==> config.mk <==
export PLATFORM = sky130hd
export DESIGN_NAME = fetch_stage
export DESIGN_NICKNAME = d
export VERILOG_FILES = /design/src/rtl/fetch_stage.sv
export SDC_FILE = /design/constraint.sdc
export NUM_CORES = 1
export LEC_CHECK = 0
export CAP_MARGIN = 10
export CORE_MARGIN = 3
export CORE_UTILIZATION = 55
export CTS_CLUSTER_SIZE = 14
export DETAILED_ROUTE_END_ITERATION = 10
export PLACE_DENSITY = 0.86
export SYNTH_ARGS = -nofsm -noshare
export SYNTH_HDL_FRONTEND = slang
export SYNTH_SLANG_ARGS = --single-unit
==> constraint.sdc <==
create_clock -name clk -period 5.19 [get_ports clk]
set_input_delay 0.7785 -clock clk [delete_from_list [all_inputs] [get_ports clk]]
set_output_delay 0.7785 -clock clk [all_outputs]
set_load 0.02 [all_outputs]
==> src/rtl/fetch_stage.sv <==
// -----------------------------------------------------------------------------
// fetch_stage
//   Purpose : instruction-fetch stage ahead of the main control unit. Holds the
//             PC, drives the instruction-memory address, registers the fetched
//             word into IF/ID and resolves redirects from Branch/Jump/Zero.
//   Latency : fetch-to-IF/ID is one cycle. A taken redirect costs exactly one
//             bubble: the target is fetched the cycle after the redirect edge.
//   Stall   : stall freezes PC and the whole IF/ID register. Pending redirects
//             are re-evaluated once stall drops, since the IF/ID word is still
//             present.
//
// Ports
//   clk, reset          rising-edge clock, async active-high reset
//   stall               hold PC and IF/ID this cycle
//   Branch, Jump, Zero  from UC / ALU, describing the instruction in IF/ID
//   imem_addr           instruction-memory address (= PC), combinational
//   imem_data           instruction word at imem_addr, same-cycle read
//   instr_id            IF/ID instruction register
//   pc_plus4_id         IF/ID copy of fetch PC + 4
//   OpCode              instr_id[31:26], feeds UC
//   valid_id            IF/ID holds a real instruction (0 = bubble)
// -----------------------------------------------------------------------------
module fetch_stage #(
    parameter logic [31:0] RESET_PC = 32'h0000_0000,
    parameter logic [31:0] NOP_WORD = 32'h0000_0000
) (
    input  logic        clk,
    input  logic        reset,
    input  logic        stall,
    input  logic        Branch,
    input  logic        Jump,
    input  logic        Zero,
    output logic [31:0] imem_addr,
    input  logic [31:0] imem_data,
    output logic [31:0] instr_id,
    output logic [31:0] pc_plus4_id,
    output logic [5:0]  OpCode,
    output logic        valid_id
);

    // Architectural state
    logic [31:0] r_pc;
    logic [31:0] r_instr;
    logic [31:0] r_pc4;
    logic        r_valid;

    // Next-state values
    logic [31:0] w_pc_nxt;
    logic [31:0] w_instr_nxt;
    logic [31:0] w_pc4_nxt;
    logic        w_valid_nxt;

    // Derived addresses (all arithmetic wraps mod 2^32)
    logic [31:0] w_seq_pc;
    logic [31:0] w_br_offset;
    logic [31:0] w_br_target;
    logic [31:0] w_j_target;
    logic        w_take_jump;
    logic        w_take_branch;

    assign w_seq_pc    = r_pc + 32'd4;

    // Sign-extended word offset: imm16 sign-extended then shifted left by 2.
    assign w_br_offset = {{14{r_instr[15]}}, r_instr[15:0], 2'b00};
    assign w_br_target = r_pc4 + w_br_offset;

    // Jump stays inside the 256 MB region of the delay-slot address.
    assign w_j_target  = {r_pc4[31:28], r_instr[25:0], 2'b00};

    // Redirects only come from a real instruction; a flushed slot can never
    // redirect even if UC's outputs are stale. Jump has priority over Branch.
    assign w_take_jump   = r_valid & Jump;
    assign w_take_branch = r_valid & Branch & Zero & ~Jump;

    always_comb begin
        // Default: hold everything (covers stall).
        w_pc_nxt    = r_pc;
        w_instr_nxt = r_instr;
        w_pc4_nxt   = r_pc4;
        w_valid_nxt = r_valid;

        if (!stall) begin
            if (w_take_jump || w_take_branch) begin
                // The word fetched this cycle is on the wrong path: drop it and
                // insert a bubble while the target is fetched.
                w_pc_nxt    = w_take_jump ? w_j_target : w_br_target;
                w_instr_nxt = NOP_WORD;
                w_pc4_nxt   = 32'h0000_0000;
                w_valid_nxt = 1'b0;
            end else begin
                w_pc_nxt    = w_seq_pc;
                w_instr_nxt = imem_data;
                w_pc4_nxt   = w_seq_pc;
                w_valid_nxt = 1'b1;
            end
        end
    end

    always_ff @(posedge clk or posedge reset) begin
        if (reset) begin
            r_pc    <= RESET_PC;
            r_instr <= NOP_WORD;
            r_pc4   <= 32'h0000_0000;
            r_valid <= 1'b0;
        end else begin
            r_pc    <= w_pc_nxt;
            r_instr <= w_instr_nxt;
            r_pc4   <= w_pc4_nxt;
            r_valid <= w_valid_nxt;
        end
    end

    assign imem_addr   = r_pc;
    assign instr_id    = r_instr;
    assign pc_plus4_id = r_pc4;
    assign OpCode      = r_instr[31:26];
    assign valid_id    = r_valid;

endmodule

== Yosys cells after proc, flatten, opt, wreduce, memory -nomap -nowiden ==
Index checks and enable logic that the tools add are counted.

* Reduce and logical (&&, ||, !) cells: 1
* Bitwise gates (word level): 5
* Mux-type cells: 5
* Add/subtract/negate cells: 2

{| class="wikitable"
|+ Operators by type and width
! kind !! count
|-
| 32-bit 2-to-1 mux || 4
|-
| 32-bit by 3-bit adder with 32-bit output, second input constant || 1
|-
| 32-bit adder || 1
|-
| 1-bit bitwise AND || 4
|-
| 1-bit logical OR || 1
|-
| 1-bit 2-to-1 mux || 1
|-
| 1-bit inverter || 1
|}

* Flip-flop bits (word level): 97
* Output and inout port bits: 103
* Input bits: 38
* Logic and storage cells: 17

== Logic depth before layout (Yosys ltp) ==
Gate-level depths: netlist of run 1.

* Depth after elaboration: 5
* Depth in mapped cells: 10
* Gate-level depth less buffers: 10

== Worst setup path before layout of run 1 ==
Ideal clock, no wire load.

* Path kind: reg2reg
* Start: reg r_instr[0] (netlist: instr_id[0])
* End: reg r_pc[30] (netlist: imem_addr[30])
* Data required time: 5.066 ns
* Slack: 2.474 ns
* Buffers on the path: 0
* Period minus slack after synthesis: 2.716 ns
* Library setup time: 0.124 ns
* Arrival time: 2.592 ns
* Cell stages (with the launch flop): 11
* Cell sequence: dfrtp_1 -> ha_1 -> fa_1 -> a211oi_2 -> o21ai_1 -> o31a_4 -> a31oi_4 -> o21ai_2 -> a21oi_2 -> mux2i_1 -> a211o_1

* Longest elaborated chain between the ends: 3

{| class="wikitable"
|+ Ends and longest elaborated chain
! item !! RTL line !! source
|-
| from (decl) || 43 || <nowiki>logic [31:0] r_instr;</nowiki>
|-
| from (signal assigned) || 107 || <nowiki>r_instr <= w_instr_nxt;</nowiki>
|-
| 32-bit adder || 65 || <nowiki>assign w_br_target = r_pc4 + w_br_offset;</nowiki>
|-
| 32-bit 2-to-1 mux || 86 || <nowiki>w_pc_nxt = w_take_jump ? w_j_target : w_br_target;</nowiki>
|-
| 32-bit 2-to-1 mux || 83 || <nowiki>if (w_take_jump || w_take_branch) begin</nowiki>
|-
| to (signal assigned) || 106 || <nowiki>r_pc <= w_pc_nxt;</nowiki>
|-
| to (decl) || 42 || <nowiki>logic [31:0] r_pc;</nowiki>
|}

Every way passes these cells.
A chain may end at the register's enable or synchronous reset.

== Worst setup path in the final report of run 1 ==
* Start: reg r_instr[15] (netlist: instr_id[15])
* End: reg r_pc[29] (netlist: imem_addr[29])

The elaborated chain is that of the path after synthesis.

==> results.txt, run 1 <==
Run status -> completed
Reg-to-reg startpoint -> instr_id[15]
GPL Wtd Cong -> 0.926
Worst setup SP type -> flip-flop
Syn_area_per_cell -> 8.50 um2
CP startpoint -> instr_id[15]
WL/cell -> 19.5 um
Antenna Cells -> 0
Data required time of the worst path -> 5380 ps
Setup Viol. Count Final -> 0
Max-Cap Viols -> 0
Core Area -> 0.0110 mm2
Fmax -> 320 MHz
Post-CTS setup buffers -> 0
FILL cells -> 831
Post-synth top flop -> dfrtp_1
TritonCTS buffer count -> 9
CP cell instances -> ha_1, and2_1, a21oi_1, o21ai_0, a21o_1, a31oi_1, nand3b_1, xnor2_1, o221ai_1
Worst slack, placed -> 1830 ps
GRT met3 Usage -> 6.63%
Routing usage on met2 -> 46.5%
Synth top area cells -> dfrtp_1 (39%), nand2_1 (9.0%), ha_1 (6.0%)
Synth-to-layout area growth -> 26.5%
RSZ-0062 raised after global routing -> no
Worst EP arrival -> 3310 ps
Sink Count -> 97
Hold WC Path Type -> reg -> reg
Setup Crit Path Kind -> reg -> reg
IO Pins -> 141
Share of layout cells above drive strength 1 -> 4.60%
Drc violations -> 0
Top delay family on crit path -> compound AO/OA/AOI/OAI gates
Slowest CP cell -> dfrtp_1
Clk buf depth -> 2
Syn Nets -> 809
Buf/Inv on CP -> 0
Pwr Total -> 0.00294 W
Initial Util -> 57.0%
Post-synth top area share -> 38.6%
Slew Limit Fails -> 0
Critical Path Max Stage Delay -> 870 ps
Top-count cell post-synth -> nand2_1
Post-synth EDFFs -> 0
Post-synthesis sequential area ratio -> 38.6%
Global-route met1 utilization -> 42.2%
Top post-synthesis cells by count -> nand2_1 (150), dfrtp_1 (97), o21ai_0 (71)
Warnings, synthesis -> 0
Nets -> 914
Congestion Overflow GR -> 0
Gr busiest metal -> met2
Worst VDD drop -> 221 uV
Max FO, Critical Path -> 18
Die Wd -> 113 um
Post-Syn Instances -> 740
Worst Setup End Kind -> flip-flop
Clock-pin slew on the worst setup and hold paths -> 60 ps
Final hold slack -> 512 ps
Final period util -> 60.2%
Hold Startpoint -> pc_plus4_id[10]
Final ANT Viol Nets -> 0
DR iter-0 viols -> 604
Die Area -> 0.0128 mm2
Total routed wirelength -> 19200 um
Largest net degree at the start of global routing -> 85
Root buffer cell -> clkbuf_16
Gr usage total -> 30.1%
Cell area after synthesis -> 0.00629 mm2
Final Worst Setup Slack -> 2070 ps
First-pass GRT wire length -> 30800 um
Leak pwr -> 3.39 nW
Async set-reset flop share out of synthesis -> 100%
DP Wirelength -> 13900 um
#FFs+latches synth -> 97
Min Tclk post-route -> 3120 ps
Initial antenna violation count -> 0
Rows -> 38
Yosys top cell by area -> dfrtp_1
H-tree levels -> 3
Die H -> 113 um
Worst skew pair latency -> 340 ps
Distinct cell type count after synthesis -> 63
Via density -> 6.26
Cts repair resizes -> 0
TritonCTS clock tree -> done
Buffers on Ports -> 140
Drt pass-1 iters -> 5
Vias in the first global route -> 5940
Worst-margin pin slew -> 1100 ps
Pwr/cell area -> 370 mW/mm2
Final hold vios -> 0
Hold_buf cts -> 0
Setup TNS -> 0 ps
Worst Skew -> 5.76 ps
Worst rel slew slack -> 26.5%
Vias after detailed routing -> 6189
sequential cells by signal, summed over array words and instances (netlist names):
| signal | count |
|---|---|
| instr_id | 32 |
| valid_id | 1 |
| pc_plus4_id | 32 |
| imem_addr | 32 |
layout by cell type, fill, tap and decap left out, types with 3 or more instances in the layout:
| master | netlist | layout |
|---|---|---|
| o21ai_0 | 71 | 71 |
| nand3_1 | 16 | 16 |
| o211ai_1 | 4 | 4 |
| nor2b_1 | 3 | 3 |
| nor2_1 | 35 | 35 |
| clkbuf_1 | 35 | 3 |
| a221o_1 | 4 | 4 |
| o21a_1 | 4 | 4 |
| a221oi_1 | 9 | 9 |
| clkdlybuf4s50_1 | 0 | 139 |
| ha_1 | 30 | 30 |
| and2_1 | 7 | 7 |
| xor2_1 | 29 | 29 |
| xnor2_1 | 25 | 25 |
| o221ai_1 | 7 | 7 |
| nor3_1 | 13 | 13 |
| nand2b_1 | 5 | 5 |
| o31ai_1 | 18 | 18 |
| a211oi_1 | 5 | 5 |
| a21oi_1 | 41 | 41 |
| nand4_1 | 6 | 6 |
| o21ai_1 | 16 | 15 |
| a21o_1 | 14 | 14 |
| buf_4 | 7 | 7 |
| dfrtp_1 | 97 | 97 |
| o21bai_1 | 4 | 4 |
| a31oi_1 | 10 | 10 |
| clkbuf_16 | 0 | 9 |
| nand2_1 | 150 | 150 |
| mux2i_1 | 4 | 4 |
| inv_1 | 8 | 7 |
| and3_1 | 12 | 12 |
worst reg2reg max path, cell delays in order, from the launching register on:
cell,delay (ps)
dfrtp_1,870
ha_1,410
and2_1,200
a21oi_1,360
o21ai_0,150
a21o_1,210
a31oi_1,220
nand3b_1,130
xnor2_1,260
o221ai_1,170
through the flow:
step,util (%),instances,instance area [um2]
6_report,72.1,988,7960
5_1_grt,72.1,988,7960
4_1_cts,72.1,988,7960
3_5_place_dp,69.7,974,7690
3_3_place_gp,69.7,974,7690
2_1_floorplan,-,740,6290
layout make-up:
class / instances / area (um2) / area share, %
repair buffers: 146 / 1440 / 18.1
inverters: 8 / 32.5 / 0.409
multi-input cells: 583 / 3610 / 45.4
flip-flops and latches: 97 / 2430 / 30.5
clock buffers: 14 / 264 / 3.32
well taps: 140 / 175 / 2.20
worst paths after layout:
kind	endpoint	slack [ps]	depth (start not counted)
worst max-delay path	imem_addr[29]	2070	9
worst min-delay path	pc_plus4_id[10]	510	2
worst max register to register	imem_addr[29]	2070	9
worst min register to register	pc_plus4_id[10]	510	2
max in group asynchronous	pc_plus4_id[29]	3210	3
min in group asynchronous	instr_id[12]	850	2
report_power, final:
part	total [W]	internal (W)	leakage, nW	switching [W]
Clock	0.000608	0.000347	0.129	0.000261
Combinational	0.00123	0.000546	2.00	0.000681
Sequential	0.00111	0.000889	1.26	0.000219
logic make-up after synthesis:
group / share of synthesized area (%)
adders and majority gates: 6.29
muxes: 0.995
buffers and inverters: 4.12
DFF: 38.6
xor gates and xnor gates: 7.52
and+or+nand+nor: 18.5
AOI/OAI and AO/OA: 24.0
layer usage:
metal | vias to the layer above | routed length, um | part of all wire (%)
met5 | - | 0 | 0
met4 | 0 | 396 | 2.1
met3 | 41 | 1800 | 9.3
met2 | 334 | 8880 | 46
met1 | 2964 | 8170 | 42
li1 | 2850 | - | -
Power figures use the tool's default switching activity.
==> run 2, diff against run 1 <==
CORE_UTILIZATION = 51   (was 55)
PLACE_DENSITY = 0.81   (was 0.86)
clock period = 3.1 ns   (was 5.19 ns; I/O delays follow)
==> results.txt, run 2 (synthesis gave the netlist of run 1 again) <==
Hold WC Path Type -> reg -> reg
Min Tclk post-route -> 2870 ps
Run status -> completed
Congestion Overflow GR -> 0
Worst Skew -> 4.26 ps
TritonCTS buffer count -> 9
Share of layout cells above drive strength 1 -> 5.60%
Initial antenna violation count -> 0
FILL cells -> 948
Core Area -> 0.0117 mm2
Worst Setup End Kind -> flip-flop
Drt pass-1 iters -> 7
Final period util -> 92.5%
RSZ-0062 raised after global routing -> no
Die Area -> 0.0137 mm2
Max FO, Critical Path -> 6
Setup Viol. Count Final -> 0
Die Wd -> 117 um
Slew Limit Fails -> 0
DRT met1 WL -> 8580 um
Rows -> 39
Nets -> 921
Die H -> 117 um
Post-Layout Cell Count -> 1000
Logic pwr share -> 41.1%
Drc violations -> 0
Share of power burned in registers -> 36.4%
Switching share of power -> 38.9%
WL met3 -> 1560 um
Placed cell area -> 0.00779 mm2
GPL Wtd Cong -> 0.959
Critical Path Max Stage Delay -> 440 ps
Leading cell types in the layout, fill and taps excluded -> nand2_1 (150), clkdlybuf4s50_1 (139), dfrtp_1 (97), o21ai_0 (71), a21oi_1 (41)
Switch Pwr -> 0.00195 W
Data required time of the worst path -> 3300 ps
Worst EP arrival -> 3070 ps
Root buffer cell -> clkbuf_16
Antenna Cells -> 0
CP cell instances -> ha_1, fa_1, a211oi_2, o21ai_1, o31a_4, a31oi_4, o21ai_2, a31oi_1, xor2_1, o221ai_1
WL/cell -> 19.3 um
Vias in the first global route -> 5903
Sink Count -> 97
TritonCTS clock tree -> done
IO Pins -> 141
Hold path cells -> 2
R2R cell count -> 10
Final hold vios -> 0
Slowest CP cell -> fa_1
Fin util -> 69.0%
Worst setup SP type -> flip-flop
Clock power share -> 22.5%
Worst skew pair latency -> 350 ps
Largest net degree at the start of global routing -> 97
Worst rel slew slack -> 44.1%
Fmax -> 349 MHz
DR iter-0 viols -> 586
Synth-to-layout area growth -> 28.4%
Vias after detailed routing -> 6117
Max-Cap Viols -> 0
Hold_buf cts -> 0
Cts repair resizes -> 0
Pwr Total -> 0.00502 W
Highest metal used -> met4
Final ANT Viol Nets -> 0
Gr usage total -> 28.7%
Setup TNS -> 0 ps
Pwr/cell area -> 622 mW/mm2
Post-CTS setup buffers -> 0
DP Wirelength -> 14200 um
H-tree levels -> 3
First-pass GRT wire length -> 30600 um
Worst VDD drop -> 421 uV
Setup Crit Path Kind -> reg -> reg
DP Cell Count -> 984
Clock-pin slew on the worst setup and hold paths -> 60 ps
Commonest non-fill, non-tap cell in the layout -> nand2_1
Final Instance Area -> 0.00808 mm2
Worst-margin pin slew -> 839 ps
Total routed wirelength -> 19300 um
Clk buf depth -> 2
Buffers on Ports -> 140
Metal2 WL -> 8730 um
Initial Util -> 53.7%
Via density -> 6.12
Pint -> 0.00307 W
Leak pwr -> 3.45 nW
run 2: metrics by stage:
step / hold WS (ps) / worst slack [ps]
after global routing: 546 / 79.7
after CTS: 524 / 243
after floorplan: 601 / 101
after global placement: 491 / 294
final: 520 / 232
after detailed placement: 505 / 261
run 2: layout make-up:
class	instances	area, um2	share of cell area, %
inverter	8	32.5	0.403
clock buffer	13	250	3.10
multi-input combinational	583	3610	44.7
tap	143	179	2.21
sequential	97	2430	30.0
timing repair buffer	153	1530	19.0
clock inverter	3	40.0	0.496
run 2: worst paths after layout:
kind	endpoint	slack [ps]	startpoint
max	imem_addr[26]	230	instr_id[0]
min	pc_plus4_id[0]	520	pc_plus4_id[0]
max reg2reg	imem_addr[26]	230	instr_id[0]
min reg2reg	pc_plus4_id[0]	520	pc_plus4_id[0]
max in group asynchronous	instr_id[17]	1920	reset
min in group asynchronous	instr_id[12]	540	reset
run 2: routing by layer:
layer,up-vias,track usage [%]
met3,40,5.76
li1,2851,-
met4,0,10.9
met2,285,43.4
met1,2941,40.7
met5,-,0
run 2: power by group through the flow:
stage	Combinational [W]	Clock, W	Sequential (W)
finish	0.00207	0.00113	0.00183
global route	0.00223	0.00119	0.00186
CTS	0.00206	0.00114	0.00182
detailed placement	0.00204	0	0.00184
global placement	0.00200	0	0.00182
floorplan	0.000993	0	0.00202
run 2: worst max-delay path, delay by kind of cell (launching register included):
family | cells | cell delay (ps)
compound gates | 7 | 1420
xor+xnor | 1 | 170
fa+ha+maj | 2 | 700
flops | 1 | 420
